$ cat config.mk
export PLATFORM = sky130hd
export DESIGN_NAME = mem_access_unit
export DESIGN_NICKNAME = d
export VERILOG_FILES = /design/src/rtl/mem_access_unit.sv
export SDC_FILE = /design/constraint.sdc
export NUM_CORES = 1
export LEC_CHECK = 0
export ABC_AREA = 1
export CELL_PAD_IN_SITES_DETAIL_PLACEMENT = 0
export CELL_PAD_IN_SITES_GLOBAL_PLACEMENT = 1
export CORE_MARGIN = 2
export CORE_UTILIZATION = 36
export CTS_CLUSTER_DIAMETER = 120
export CTS_CLUSTER_SIZE = 30
export DETAILED_ROUTE_END_ITERATION = 10
export GPL_TIMING_DRIVEN = 0
export PLACE_DENSITY = 0.79
export SKIP_CTS_REPAIR_TIMING = 1
export SYNTH_ARGS = -nofsm -noshare
export SYNTH_HDL_FRONTEND = slang
export SYNTH_SLANG_ARGS = --single-unit
$ cat constraint.sdc
create_clock -name clk -period 2.9 [get_ports clk]
set_input_delay 0.87 -clock clk [delete_from_list [all_inputs] [get_ports clk]]
set_output_delay 0.87 -clock clk [all_outputs]
set_load 0.02 [all_outputs]
$ cat src/rtl/mem_access_unit.sv
// MEM-stage data-memory initiator: single-word and two-beat (PC push/pop) loads and stores.
// Optional MAU_ALIGN_CHECK_EN rejects odd-address wide requests with a one-cycle err pulse.
module mem_access_unit #(
    parameter int unsigned WORD_SIZE = 16,
    parameter int unsigned ADDR_SIZE = 11
) (
    input  logic                     clk,
    input  logic                     rst,
    input  logic                     req_valid,
    input  logic                     req_write,
    input  logic                     req_wide,
    input  logic [ADDR_SIZE-1:0]     req_addr,
    input  logic [2*WORD_SIZE-1:0]   req_wdata,
    output logic                     req_ready,
    output logic                     resp_valid,
    output logic [2*WORD_SIZE-1:0]   resp_rdata,
    output logic                     err,
    output logic                     mem_read,
    output logic                     mem_write,
    output logic [ADDR_SIZE-1:0]     mem_addr,
    output logic [WORD_SIZE-1:0]     mem_wd,
    input  logic [WORD_SIZE-1:0]     mem_rd
);

    typedef enum logic [2:0] {
        StIdle, StWrHi, StWrLo, StRdHi, StRdLo, StRdCap, StRdDone, StAlignErr
    } state_e;

    state_e                 state_q, state_d;
    logic                   wide_q, wide_d;
    logic [ADDR_SIZE-1:0]   addr_q, addr_d;
    logic [2*WORD_SIZE-1:0] wdata_q, wdata_d;
    logic [WORD_SIZE-1:0]   hi_q, hi_d;

    logic                   req_ready_d, resp_valid_d, err_d, mem_read_d, mem_write_d;
    logic [2*WORD_SIZE-1:0] resp_rdata_d;
    logic [ADDR_SIZE-1:0]   mem_addr_d;
    logic [WORD_SIZE-1:0]   mem_wd_d;

    always_comb begin
        state_d      = state_q;
        wide_d       = wide_q;
        addr_d       = addr_q;
        wdata_d      = wdata_q;
        hi_d         = hi_q;
        resp_rdata_d = resp_rdata;

        unique case (state_q)
            StIdle, StRdDone: begin
                state_d = StIdle;
                if (req_valid) begin
                    wide_d  = req_wide;
                    addr_d  = req_addr;
                    wdata_d = req_wdata;
                    if (req_write) state_d = req_wide ? StWrHi : StWrLo;
                    else           state_d = req_wide ? StRdHi : StRdLo;
`ifdef MAU_ALIGN_CHECK_EN
                    if (req_wide && req_addr[0]) state_d = StAlignErr;
`endif
                end
            end
            StWrHi: state_d = StWrLo;
            StWrLo: state_d = StIdle;
            StRdHi: state_d = StRdLo;
            StRdLo: begin
                // Memory is one edge behind the address: mem_rd now carries the hi word.
                if (wide_q) hi_d = mem_rd;
                state_d = StRdCap;
            end
            StRdCap: begin
                resp_rdata_d = wide_q ? {hi_q, mem_rd} : {{WORD_SIZE{1'b0}}, mem_rd};
                state_d      = StRdDone;
            end
            StAlignErr: state_d = StIdle;
            default:    state_d = StIdle;
        endcase
    end

    // Outputs are decoded from the next state so every pin comes straight from a flop.
    always_comb begin
        req_ready_d  = (state_d == StIdle) || (state_d == StRdDone);
        resp_valid_d = (state_d == StRdDone);
`ifdef MAU_ALIGN_CHECK_EN
        err_d        = (state_d == StAlignErr);
`else
        err_d        = 1'b0;
`endif
        mem_read_d   = (state_d == StRdHi) || (state_d == StRdLo);
        mem_write_d  = (state_d == StWrHi) || (state_d == StWrLo);
        mem_addr_d   = mem_addr;
        mem_wd_d     = mem_wd;
        unique case (state_d)
            StWrHi: begin
                mem_addr_d = addr_d;
                mem_wd_d   = wdata_d[2*WORD_SIZE-1:WORD_SIZE];
            end
            StWrLo: begin
                mem_addr_d = wide_d ? addr_d + ADDR_SIZE'(1) : addr_d;
                mem_wd_d   = wdata_d[WORD_SIZE-1:0];
            end
            StRdHi: mem_addr_d = addr_d;
            StRdLo: mem_addr_d = wide_d ? addr_d + ADDR_SIZE'(1) : addr_d;
            default: ;
        endcase
    end

    always_ff @(posedge clk) begin
        if (!rst) begin
            state_q    <= StIdle;
            wide_q     <= 1'b0;
            addr_q     <= '0;
            wdata_q    <= '0;
            hi_q       <= '0;
            req_ready  <= 1'b1;
            resp_valid <= 1'b0;
            resp_rdata <= '0;
            err        <= 1'b0;
            mem_read   <= 1'b0;
            mem_write  <= 1'b0;
            mem_addr   <= '0;
            mem_wd     <= '0;
        end else begin
            state_q    <= state_d;
            wide_q     <= wide_d;
            addr_q     <= addr_d;
            wdata_q    <= wdata_d;
            hi_q       <= hi_d;
            req_ready  <= req_ready_d;
            resp_valid <= resp_valid_d;
            resp_rdata <= resp_rdata_d;
            err        <= err_d;
            mem_read   <= mem_read_d;
            mem_write  <= mem_write_d;
            mem_addr   <= mem_addr_d;
            mem_wd     <= mem_wd_d;
        end
    end

endmodule

# Word-level counts from Yosys, hierarchy flattened
# Index checks and enable logic that the tools add are counted.
dict set report totals {
  input_bits 64
  out_inout_bits 64
  elab_cells 52
  reg_bits 126
}
dict set report classes {
  add_sub_neg 1
  n_mux 15
  eq_ne 12
  reduce_logical 12
}
# cell n
set op_table {}
lappend op_table {{$mux W32} 3}
lappend op_table {{$mux W11} 3}
lappend op_table {{$pmux W16 S2} 1}
lappend op_table {{$pmux W11 S2} 1}
lappend op_table {{$eq A3 B3 Y1 const B} 6}
lappend op_table {{$pmux W3 S6} 1}
lappend op_table {{$eq A3 B2 Y1 const B} 4}
lappend op_table {{$add A11 B1 Y11 const B} 1}
lappend op_table {{$mux W3} 3}
lappend op_table {{$reduce_or A2 Y1} 4}
lappend op_table {{$eq A3 B1 Y1 const B} 2}
lappend op_table {{$logic_not A3 Y1} 2}
lappend op_table {{$reduce_bool A2 Y1} 2}
lappend op_table {{$logic_or A1 B1 Y1} 3}
lappend op_table {{$mux W1} 2}
lappend op_table {{$mux W2} 1}
lappend op_table {{$reduce_and A2 Y1} 1}

# Depth between registers and ports, before layout
dict set report logic_depth {
  depth_word 7
  ltp_mapped 16
  depth_no_buf 14
}

# Worst setup path before layout
# Ideal clock, no wire load.
dict set report synth_timing {
  kind {input -> register}
  startpoint {input req_write}
  endpoint {register mem_addr[8]}
  arrival_time_ns 2.173
  path_stages 13
  required_time_ns 2.791
  setup_ns 0.109
  setup_slack_ns 0.618
  n_path_buf 1
  cell_sequence {inv_1 ha_1 nand4_1 nand2_1 nor2_2 nand2_2 a21oi_2 buf_4 nand2_1 nand2_1 nand3_1 nand2_1 inv_1}
}
dict set report synth_via {
  elab_chain_len 6
  elab_cells_between_ends 11
  classes_between {eq/ne: 4; mux: 4; reduce/logical: 3}
}
# element line_no
set synth_rtl {}
lappend synth_rtl {{from (decl)} 10} ;# input logic req_write,
lappend synth_rtl {{$mux W3 *} 55} ;# if (req_write) state_d = req_wide ? StWrHi : StWrLo;
lappend synth_rtl {{$mux W3 *} 51} ;# if (req_valid) begin
lappend synth_rtl {{$pmux W3 S6 *} 48} ;# unique case (state_q)
lappend synth_rtl {{$eq A3 B3 Y1, or another cell as far along} 92} ;# unique case (state_d)
lappend synth_rtl {{$reduce_or A2 Y1 (no source line)} n/a}
lappend synth_rtl {{$pmux W11 S2 / $reduce_bool A2 Y1 (equally long branches)} n/a}
lappend synth_rtl {{to (signal assigned)} 134} ;# mem_addr <= mem_addr_d;
lappend synth_rtl {{to (decl)} 20} ;# output logic [ADDR_SIZE-1:0] mem_addr,
# Every way passes the cells marked *; elsewhere a longest branch is shown, timed or not.
# A chain may end at the register's enable or synchronous reset.

# Worst setup path in the final report
dict set report layout_timing {
  startpoint {input req_valid}
  endpoint {register mem_wd[7]}
}
dict set report layout_via {
  elab_chain_len 4
  elab_cells_between_ends 8
  classes_between {eq/ne: 2; mux: 5; reduce/logical: 1}
}
# element line_no
set layout_rtl {}
lappend layout_rtl {{from (decl)} 9} ;# input logic req_valid,
lappend layout_rtl {{$mux W3} 51}
lappend layout_rtl {{$pmux W3 S6} 48}
lappend layout_rtl {{$eq A3 B2 Y1 / $eq A3 B1 Y1 (equally long branches)} 92}
lappend layout_rtl {{$pmux W16 S2 / $reduce_bool A2 Y1 (equally long branches)} n/a}
lappend layout_rtl {{to (signal assigned)} 135} ;# mem_wd <= mem_wd_d;
lappend layout_rtl {{to (decl)} 21} ;# output logic [WORD_SIZE-1:0] mem_wd,
# Parallel ways exist; a longest one is shown, timed or not.

==> summary.md <==
| Metric | Value |
|---|---|
| Setup TNS | 0 ns |
| Met2 Use GR | 30.6% |
| Crit path max fanout | 10 |
| Post-DRT Antenna Nets | 0 |
| CTS buffer count | 17 |
| P_sw | 0.00151 W |
| Routed WL per cell | 14.3 um |
| Mapped Cells | 698 |
| Met3 Usage GRT | 6.03% |
| Slew HR | 59.4% |
| Worst skew pair latency | 0.42 ns |
| Worst-case clock buffer depth | 2 |
| Number of slew-limit violations in the final report | 0 |
| Initial antenna violation count | 0 |
| Pre-CTS setup slack | -0.357 ns |
| RSZ-0062 raised after global routing | no |
| Max-cap violations | 0 |
| Maximum vdd drop | 0.396 mV |
| Vias | 5019 |
| Reg clk slew, reported paths | 0.06 ns |
| Final Cycle Share | 95.3% |
| Initial core utilization | 36.8% |
| Final WL | 14800 um |
| Die Ht | 126 um |
| GR Util All Layers | 18.8% |
| R2R Path Start | state_q[2] |
| # diodes | 0 |
| Setup crit start kind | input pin |
| Cell count of the worst reg-to-reg path | 13 |
| Nets | 907 |
| Most frequent cells in the layout | nand2_1 (129), dfxtp_1 (126), clkdlybuf4s50_1 (125), nor2_1 (99), nand3_1 (60) |
| Area leader, netlist | dfxtp_1 |
| Root Driver | clkbuf_16 |
| Post-Syn Nets | 763 |
| Average size of a mapped cell | 7.66 um2 |
| Worst endpoint required time | 3.24 ns |
| Setup ws final | 0.137 ns |
| Synth-to-Final Area Change | 38.5% |
| Drt drc | 0 |
| CP Class | input pin to flip-flop |
| Synth top area share | 47.2% |
| Setup Skew | 0.00518 ns |
| Drt initial violations | 252 |
| Slew @ Worst Pin | 0.609 ns |
| Yosys warns | 0 |
| Via density per instance | 4.84 |
| Global-route met1 utilization | 23.8% |
| Number of I/O pins | 128 |
| CTS tree | yes |
| CP arrival | 3.11 ns |
| Vias in the first global route | 4836 |
| GRT Max-Usage Layer | met2 |
| Hold Path Class | flip-flop to flip-flop |
| Core area | 0.0145 mm2 |
| GRT overflow | 0 |
| Clk network pwr share | 39.4% |
| Sw Ratio | 29.5% |
| Synth Cell Area | 0.00535 mm2 |
| Flop-to-flop setup slack | 0.68 ns |
| Highest clock rate | 0.362 GHz |
| Register area share after synthesis | 47.2% |
| Pwr dens | 689 mW/mm2 |
| Leakage Power | 3.01 nW |
| Drt pass-1 iters | 5 |
| Top cells by area, synth | dfxtp_1 (47%), nand2_1 (9.1%), nor2_1 (7.0%) |
| Num rows | 44 |
| Combinational share of power | 22.3% |
| Gpl congestion | 0.840 |
| Hpwl dp | 11000 um |
| H-tree depth | 4 |
| Share of layout cells above drive strength 1 | 9.84% |
| P_int | 0.00360 W |
| First-pass GRT wire length | 23800 um |
| Worst Hold Launch | hi_q[6] |
| Final Hold Viols | 0 |
| Die width | 126 um |
| Seq cells post-synth | 126 |
| Clk sinks | 126 |
| Seq pwr share | 38.3% |
| Minimum clock period | 2.76 ns |
| Worst Hold Depth | 2 |
| Die Area | 0.0158 mm2 |
| Commonest non-fill, non-tap cell in the layout | nand2_1 |
| Status | finished, final reports clean |
| Worst Hold End | hi_q[6] |
| FF-to-FF End | mem_wd[7] |
| Synth unique cells | 28 |
| Kind of end point of the critical path | flip-flop |
| IO buf count | 125 |
| Setup violators final | 0 |
| Largest net degree at the start of global routing | 17 |
==> cell families after synthesis <==
kind of cell / synth area share, %
DFF: 47.2
buffers and inverters: 7.49
muxes: 5.99
and+or+nand+nor: 29.2
other: 0.0702
adders and majority gates: 0.234
AOI/OAI and AO/OA: 9.78
==> power by group through the flow <==
stage	clock network, W	registers (W)	logic, W
global placement	0	0.00199	0.00112
global route	0.00213	0.00197	0.00125
detailed placement	0	0.00199	0.00113
finish	0.00201	0.00196	0.00114
CTS	0.00204	0.00196	0.00114
floorplan	0	0.00208	0.000598
==> state kept, by name, indices dropped and copies added, names as in the netlist <==
name and flops:
addr_q 11, hi_q 16, mem_addr 11, mem_read 1, mem_wd 16, mem_write 1, req_ready 1, resp_rdata 32
resp_valid 1, state_q 3, wdata_q 32, wide_q 1
==> critical path, cell delays in order <==
cell and delay [ns]:
clkdlybuf4s50_1 0.56, inv_1 0.15, nor2_4 0.16, nand3_1 0.11, nand2_2 0.14, inv_2 0.08, nand3_2 0.10, buf_6 0.15
inv_2 0.08, clkbuf_1 0.23, or2_1 0.28, a31oi_1 0.17
==> metrics by stage <==
stage | util [%] | total power [W] | hold WS [ns] | area [um2] | cells
finish | 50.9 | 0.00510 | 0.461 | 7400 | 1038
global route | 50.9 | 0.00535 | 0.483 | 7400 | 1038
CTS | 50.8 | 0.00513 | 0.461 | 7390 | 1038
detailed placement | 47.0 | 0.00312 | 0.454 | 6830 | 1007
global placement | 47.0 | 0.00311 | 0.451 | 6830 | 1007
floorplan | - | 0.00268 | 0.442 | 5350 | 698
==> cell usage after synthesis <==
cell / count
ha_1: 1
nand3_2: 3
inv_1: 37
nor3_4: 1
nand2_2: 6
nor2_1: 99
nand4_1: 18
conb_1: 1
or2_2: 13
o21ai_0: 23
or2_1: 13
mux2i_1: 32
buf_2: 2
a31oi_1: 9
buf_4: 7
nor3_1: 1
inv_2: 9
a21oi_1: 58
dfxtp_1: 126
nand3_1: 60
nand2_4: 1
buf_6: 5
a21oi_2: 1
clkbuf_1: 29
o21ai_1: 6
nor2_2: 5
o21bai_1: 3
nand2_1: 129
==> how the worst max path moves through the flow <==
stage	startpoint	to	slack [ns]	cells after the start
after global routing	req_valid	mem_wd[5]	0.01	12
after global placement	req_valid	mem_addr[10]	-0.35	14
after detailed placement	req_valid	mem_addr[10]	-0.36	14
after floorplan	req_write	mem_addr[8]	0.62	13
after CTS	req_valid	mem_addr[10]	0.08	14
final	req_valid	mem_wd[7]	0.14	12
==> layout make-up <==
type | count | area [um2]
inverters | 46 | 173
well taps | 184 | 230
plain buffers | 43 | 228
flip-flops and latches | 126 | 2520
clock inverters | 10 | 90.1
repair buffers | 125 | 1250
fillers | 1411 | 7130
multi-input cells | 483 | 2440
clock buffers | 21 | 470
==> per-layer routing <==
layer,vias to the layer above,share of wire [%]
li1,2565,-
met4,0,1.4
met3,18,6.5
met1,2271,46
met2,165,47
met5,-,0
Note: power is estimated with default switching activity, not from simulation.
